==> config.mk <==
export PLATFORM = sky130hd
export DESIGN_NAME = i2cm_p2s_tx_flat
export DESIGN_NICKNAME = d
export VERILOG_FILES = /design/src/rtl/i2cm_p2s_tx_if.sv /design/src/rtl/i2cm_p2s_tx.sv /design/src/flat_wrapper.sv
export SDC_FILE = /design/constraint.sdc
export NUM_CORES = 1
export LEC_CHECK = 0
export CORE_AREA = 2 2 54 95
export CTS_CLUSTER_SIZE = 8
export DETAILED_ROUTE_END_ITERATION = 16
export DIE_AREA = 0 0 56 97
export GPL_ROUTABILITY_DRIVEN = 0
export PLACE_DENSITY_LB_ADDON = 0.3
export SKIP_LAST_GASP = 1
export SYNTH_ARGS = -nofsm -noshare
export SYNTH_HDL_FRONTEND = slang
export SYNTH_SLANG_ARGS = --single-unit
==> constraint.sdc <==
create_clock -name clk -period 2.68 [get_ports clk]
set_input_delay 0.536 -clock clk [delete_from_list [all_inputs] [get_ports clk]]
set_output_delay 0.536 -clock clk [all_outputs]
set_load 0.1 [all_outputs]
==> src/rtl/i2cm_p2s_tx_if.sv <==
// i2cm_p2s_tx_if: request/status and open-drain pad signals of the I2C byte transmitter
interface i2cm_p2s_tx_if;
    logic       i_tx_req;
    logic [7:0] i_tx_data;
    logic       i_gen_start;
    logic       i_gen_stop;
    logic       i_sda_in;
    logic       o_scl_oe;
    logic       o_sda_oe;
    logic       o_busy;
    logic       o_done;
    logic       o_nack;
    modport master (
        output i_tx_req, i_tx_data, i_gen_start, i_gen_stop, i_sda_in,
        input  o_scl_oe, o_sda_oe, o_busy, o_done, o_nack
    );
    modport slave (
        input  i_tx_req, i_tx_data, i_gen_start, i_gen_stop, i_sda_in,
        output o_scl_oe, o_sda_oe, o_busy, o_done, o_nack
    );
endinterface

==> src/rtl/i2cm_p2s_tx.sv <==
// i2cm_p2s_tx: I2C master byte serialiser with optional START/RESTART/STOP framing and ACK sampling
module i2cm_p2s_tx #(
    parameter int QTR = 4
) (
    input logic          clk,
    input logic          rst,
    i2cm_p2s_tx_if.slave bus
);
    typedef enum logic [2:0] {IDLE, RESTART, START, DATA, ACK, STOP, DONE} state_t;
    state_t     state, n_state;
    logic [7:0] q, n_q, shift, n_shift;
    logic [1:0] phase, n_phase;
    logic [2:0] bit_cnt, n_bit;
    logic       held, n_held, stop_f, acc, last_q, n_scl, n_sda;
    always_comb begin
        n_state = state;
        n_q     = q;
        n_phase = phase;
        n_bit   = bit_cnt;
        n_shift = shift;
        n_held  = held;
        acc     = bus.i_tx_req && !bus.o_busy;
        last_q  = q == 8'(QTR - 1);
        if (state == IDLE || state == DONE) begin
            n_state = IDLE;
            n_q     = '0;
            n_phase = '0;
            n_bit   = '0;
            if (acc) begin
                n_state = !bus.i_gen_start ? DATA : held ? RESTART : START;
                n_shift = bus.i_tx_data;
            end
        end else begin
            n_q = last_q ? '0 : q + 8'd1;
            if (last_q) begin
                n_phase = phase + 2'd1;
                case (state)
                    RESTART: if (phase == 2'd1) begin
                        n_state = START;
                        n_phase = '0;
                    end
                    START: if (phase == 2'd1) begin
                        n_state = DATA;
                        n_phase = '0;
                    end
                    DATA: if (phase == 2'd3) begin
                        n_shift = {shift[6:0], 1'b0};
                        n_bit   = bit_cnt + 3'd1;
                        if (bit_cnt == 3'd7) n_state = ACK;
                    end
                    ACK: if (phase == 2'd3) begin
                        n_state = stop_f ? STOP : DONE;
                        n_held  = stop_f ? held : 1'b1;
                    end
                    STOP: if (phase == 2'd2) begin
                        n_state = DONE;
                        n_phase = '0;
                        n_held  = 1'b0;
                    end
                    default: ;
                endcase
            end
        end
        // Without a STOP the bus stays owned: SCL is kept low between transfers
        n_scl = (n_state == IDLE || n_state == DONE) ? n_held :
                (n_state == DATA || n_state == ACK) ? (n_phase < 2'd2) :
                (n_state == RESTART || n_state == STOP) ? (n_phase == 2'd0) : 1'b0;
        n_sda = (n_state == START) | ((n_state == DATA) & ~n_shift[7]) |
                ((n_state == STOP) & (n_phase != 2'd2));
    end
    always_ff @(posedge clk) begin
        if (rst) begin
            state        <= IDLE;
            q            <= '0;
            phase        <= '0;
            bit_cnt      <= '0;
            shift        <= '0;
            held         <= 1'b0;
            stop_f       <= 1'b0;
            bus.o_scl_oe <= 1'b0;
            bus.o_sda_oe <= 1'b0;
            bus.o_busy   <= 1'b0;
            bus.o_done   <= 1'b0;
            bus.o_nack   <= 1'b0;
        end else begin
            state        <= n_state;
            q            <= n_q;
            phase        <= n_phase;
            bit_cnt      <= n_bit;
            shift        <= n_shift;
            held         <= n_held;
            if (acc) stop_f <= bus.i_gen_stop;
            if (state == ACK && phase == 2'd2 && last_q) bus.o_nack <= bus.i_sda_in;
            bus.o_scl_oe <= n_scl;
            bus.o_sda_oe <= n_sda;
            bus.o_busy   <= !(n_state == IDLE || n_state == DONE);
            bus.o_done   <= n_state == DONE;
        end
    end
endmodule

==> src/flat_wrapper.sv <==
// flat-port wrapper written by rule: the top's interface ports become plain ports
module i2cm_p2s_tx_flat 
#(
    parameter int QTR = 4
)
  (clk, rst, bus_i_tx_req, bus_i_tx_data, bus_i_gen_start, bus_i_gen_stop, bus_i_sda_in, bus_o_scl_oe, bus_o_sda_oe, bus_o_busy, bus_o_done, bus_o_nack);
  i2cm_p2s_tx_if bus_i ();
  input logic clk;
  input logic rst;
  input wire logic [$bits(bus_i.i_tx_req)-1:0] bus_i_tx_req;
  input wire logic [$bits(bus_i.i_tx_data)-1:0] bus_i_tx_data;
  input wire logic [$bits(bus_i.i_gen_start)-1:0] bus_i_gen_start;
  input wire logic [$bits(bus_i.i_gen_stop)-1:0] bus_i_gen_stop;
  input wire logic [$bits(bus_i.i_sda_in)-1:0] bus_i_sda_in;
  output wire logic [$bits(bus_i.o_scl_oe)-1:0] bus_o_scl_oe;
  output wire logic [$bits(bus_i.o_sda_oe)-1:0] bus_o_sda_oe;
  output wire logic [$bits(bus_i.o_busy)-1:0] bus_o_busy;
  output wire logic [$bits(bus_i.o_done)-1:0] bus_o_done;
  output wire logic [$bits(bus_i.o_nack)-1:0] bus_o_nack;
  assign bus_i.i_tx_req = bus_i_tx_req;
  assign bus_i.i_tx_data = bus_i_tx_data;
  assign bus_i.i_gen_start = bus_i_gen_start;
  assign bus_i.i_gen_stop = bus_i_gen_stop;
  assign bus_i.i_sda_in = bus_i_sda_in;
  assign bus_o_scl_oe = bus_i.o_scl_oe;
  assign bus_o_sda_oe = bus_i.o_sda_oe;
  assign bus_o_busy = bus_i.o_busy;
  assign bus_o_done = bus_i.o_done;
  assign bus_o_nack = bus_i.o_nack;
  i2cm_p2s_tx #(.QTR(QTR)) u_core (.clk(clk), .rst(rst), .bus(bus_i));
endmodule
==> key figures <==
Power and ir drop
  • Pleak: 0.816 nW
  • Peak supply drop: 468 uV
  • Combinational share of power: 21.4%
  • Sw Ratio: 28.7%
  • Pint: 0.749 mW
  • Clock power share: 30.8%
  • Power Dens Cells: 503 nW/um2
  • Sequential share of power: 47.8%
  • Final Power: 1.05 mW
  • Total net switching power: 0.301 mW

Drt
  • Post-route DRC: 0
  • Starting DRC count in detailed routing: 7
  • Drt pass-1 iters: 3
  • Total number of vias: 1499
  • Via/cell ratio: 5.45
  • Drt total wl: 4.04 mm
  • Drt wl/cell: 14.7 um
  • Post-route ant nets: 0

Timing
  • Unrepaired setup endpoints after global routing: false
  • Crit path time final: 2.40 ns
  • Setup Viol. Count Final: 0
  • Slew HR: 49.4%
  • Setup tns final: 0 ns
  • Final Hold Fails: 0
  • Final period utilization: 89.7%
  • Slew Limit Fails: 0
  • Setup ws final: 0.277 ns
  • Slew @ Worst Pin: 0.753 ns
  • Worst Clk Skew: 0.00256 ns
  • Max Fclk: 0.416 GHz

Logic synthesis
  • FFs w/ async S/R, synth: 0%
  • Synthesized cell area: 1810 um2
  • Post-Syn Instances: 201
  • Unique masters post-synth: 56
  • Yosys warns: 0
  • Leading register cell type out of synthesis: dfxtp_1
  • Post-Syn Nets: 225
  • Post-synth EDFFs: 0
  • Syn_area_per_cell: 9.01 um2
  • Register area share after synthesis: 34.3%
  • FF+latch count, synth: 31

Worst hold path
  • Worst Hold Path EP: u_core.q[0]
  • Min-delay worst type: flip-flop to flip-flop
  • Min-delay src: u_core.q[0]
  • WHS Path Cells: 1

Final layout
  • ANT cells: 0
  • Fin area: 2090 um2
  • Layout cells sized above 1: 13.9%
  • P&R area growth vs syn: 15.2%
  • # nets final: 248
  • Fill count: 480
  • Non-filler cells, final: 275
  • Commonest cells after routing, fill and taps aside: nor2_1 (31), dfxtp_1 (31), clkdlybuf4s50_1 (13), buf_4 (13), nand2_1 (12)

Worst setup path
  • WP data arrival: 2.58 ns
  • Worst reg2reg setup slack: 0.28 ns
  • Critical path launch point type: flip-flop
  • Worst R2R Start: u_core.q[0]
  • CP Class: flip-flop to flip-flop
  • Crit path max fanout: 7
  • Worst path required time: 2.86 ns
  • CP Capture Type: flip-flop
  • Reg2reg path depth: 7
  • Reg2Reg Capture Point: u_core.bus.o_sda_oe

Die
  • Num ports: 19
  • Core Area: 4620 um2
  • Initial Util: 39.2%
  • Chip Height: 97 um
  • Rows: 33
  • Full die area: 5430 um2
  • Chip width: 56 um

CTS
  • CTS buffer count: 5
  • Clk slew on worst S/H paths: 0.06 ns
  • Root buffer cell: clkbuf_8
  • Post-CTS setup buffer count: 0
  • H-tree Lvls: 2
  • # hold bufs at CTS: 0
  • Clock Path Buffers: 2
  • # resized after CTS: 0
  • Worst-Skew Late Latency: 0.28 ns
  • Clk sinks: 31
  • CTS tree: yes

Placed design
  • Placed inst area: 2010 um2
  • Placed cell count: 269
  • Pre-CTS setup slack: 0.283 ns
  • Detailed Place HPWL: 3.28 mm
  • # port buffers: 18

Run status
  • Status: finished, final reports clean

GRT
  • Overall Global Routing Usage: 16.1%
  • Largest net degree at the start of global routing: 15
  • Wire length of the first global-routing pass: 6.90 mm
  • Vias in the first global route: 1577
  • GR Overflow Total: 0
  • Antenna violations before repair: 0

Run
  • Max_cap viols: 0
## how the worst max path moves through the flow
stage,startpoint,end,slack (ns),cells after the start
floorplan,u_core.bus.o_busy,u_core.bus.o_busy,0.40,6
global placement,bus_i_tx_req,u_core.bus.o_sda_oe,0.29,8
detailed placement,u_core.q[0],u_core.bus.o_sda_oe,0.28,7
CTS,u_core.q[0],u_core.bus.o_sda_oe,0.27,7
global route,u_core.q[0],u_core.bus.o_sda_oe,0.06,7
finish,u_core.q[0],u_core.bus.o_sda_oe,0.28,7
## stage by stage
| step | hold WS (ns) | util (%) |
|---|---|---|
| floorplan | 0.418 | - |
| global placement | 0.432 | 43.6 |
| detailed placement | 0.448 | 43.6 |
| CTS | 0.456 | 45.1 |
| global route | 0.489 | 45.1 |
| finish | 0.456 | 45.1 |
## critical path, stage by stage, from the launching register on
cell and delay, ns:
dfxtp_1 0.35, ha_1 0.22, or4b_4 0.49, nor2_1 0.37, nor2_1 0.10, or3_1 0.36
o2111a_1 0.24, o21a_1 0.17
## per-layer routing
layer,up-vias,share of wire (%),global-route usage (%)
met4,0,4.5,10.1
met5,-,0,0
met2,22,58,32.0
met1,697,36,14.0
met3,14,1.8,2.54
li1,766,-,-
## area by class of cell
class | count | area, um2 | share of cell area [%]
clock buffer | 6 | 72.6 | 3.48
inverter | 6 | 22.5 | 1.08
multi-input combinational | 154 | 1080 | 51.7
sequential | 31 | 621 | 29.7
tap | 52 | 65.1 | 3.12
timing repair buffer | 26 | 228 | 10.9
## synthesized netlist by cell type, types with 3 or more instances
cell       n  area (um2)
xor2_1     3        26.3
o21ai_0    4        20.0
o211ai_1   3        22.5
a21oi_1    4        20.0
a211oi_1   8        60.1
xnor2_1    5        43.8
clkbuf_1   3        11.3
nor2_1    31         116
or3_1      4        25.0
nor3_1     3        15.0
mux2i_1    9        90.1
or2_1      3        18.8
dfxtp_1   31         621
nand2_1   12        45.0
inv_1      6        22.5
ha_1      10         125
nand3_1    9        45.0
## power groups by stage
stage          registers, mW  logic [mW]  clock network, mW
2_1_floorplan          0.547       0.128                  0
3_3_place_gp           0.512       0.223                  0
3_5_place_dp           0.513       0.225                  0
4_1_cts                0.502       0.226              0.333
5_1_grt                0.505       0.241              0.355
6_report               0.502       0.225              0.323
## logic make-up after synthesis
family | share of synthesized area (%)
buf+inv | 6.56
simple gates | 26.4
xor+xnor | 3.87
mux | 5.59
compound gates | 16.4
flops | 34.3
fa+ha+maj | 6.91
## flip-flops by register name, indices dropped and copies added (netlist names)
signal,count
u_core.bit_cnt,3
u_core.bus.o_busy,1
u_core.bus.o_done,1
u_core.bus.o_nack,1
u_core.bus.o_scl_oe,1
u_core.bus.o_sda_oe,1
u_core.held,1
u_core.phase,2
u_core.q,8
u_core.shift,8
u_core.state,3
u_core.stop_f,1
No activity file was read; power rests on OpenSTA's default activity.
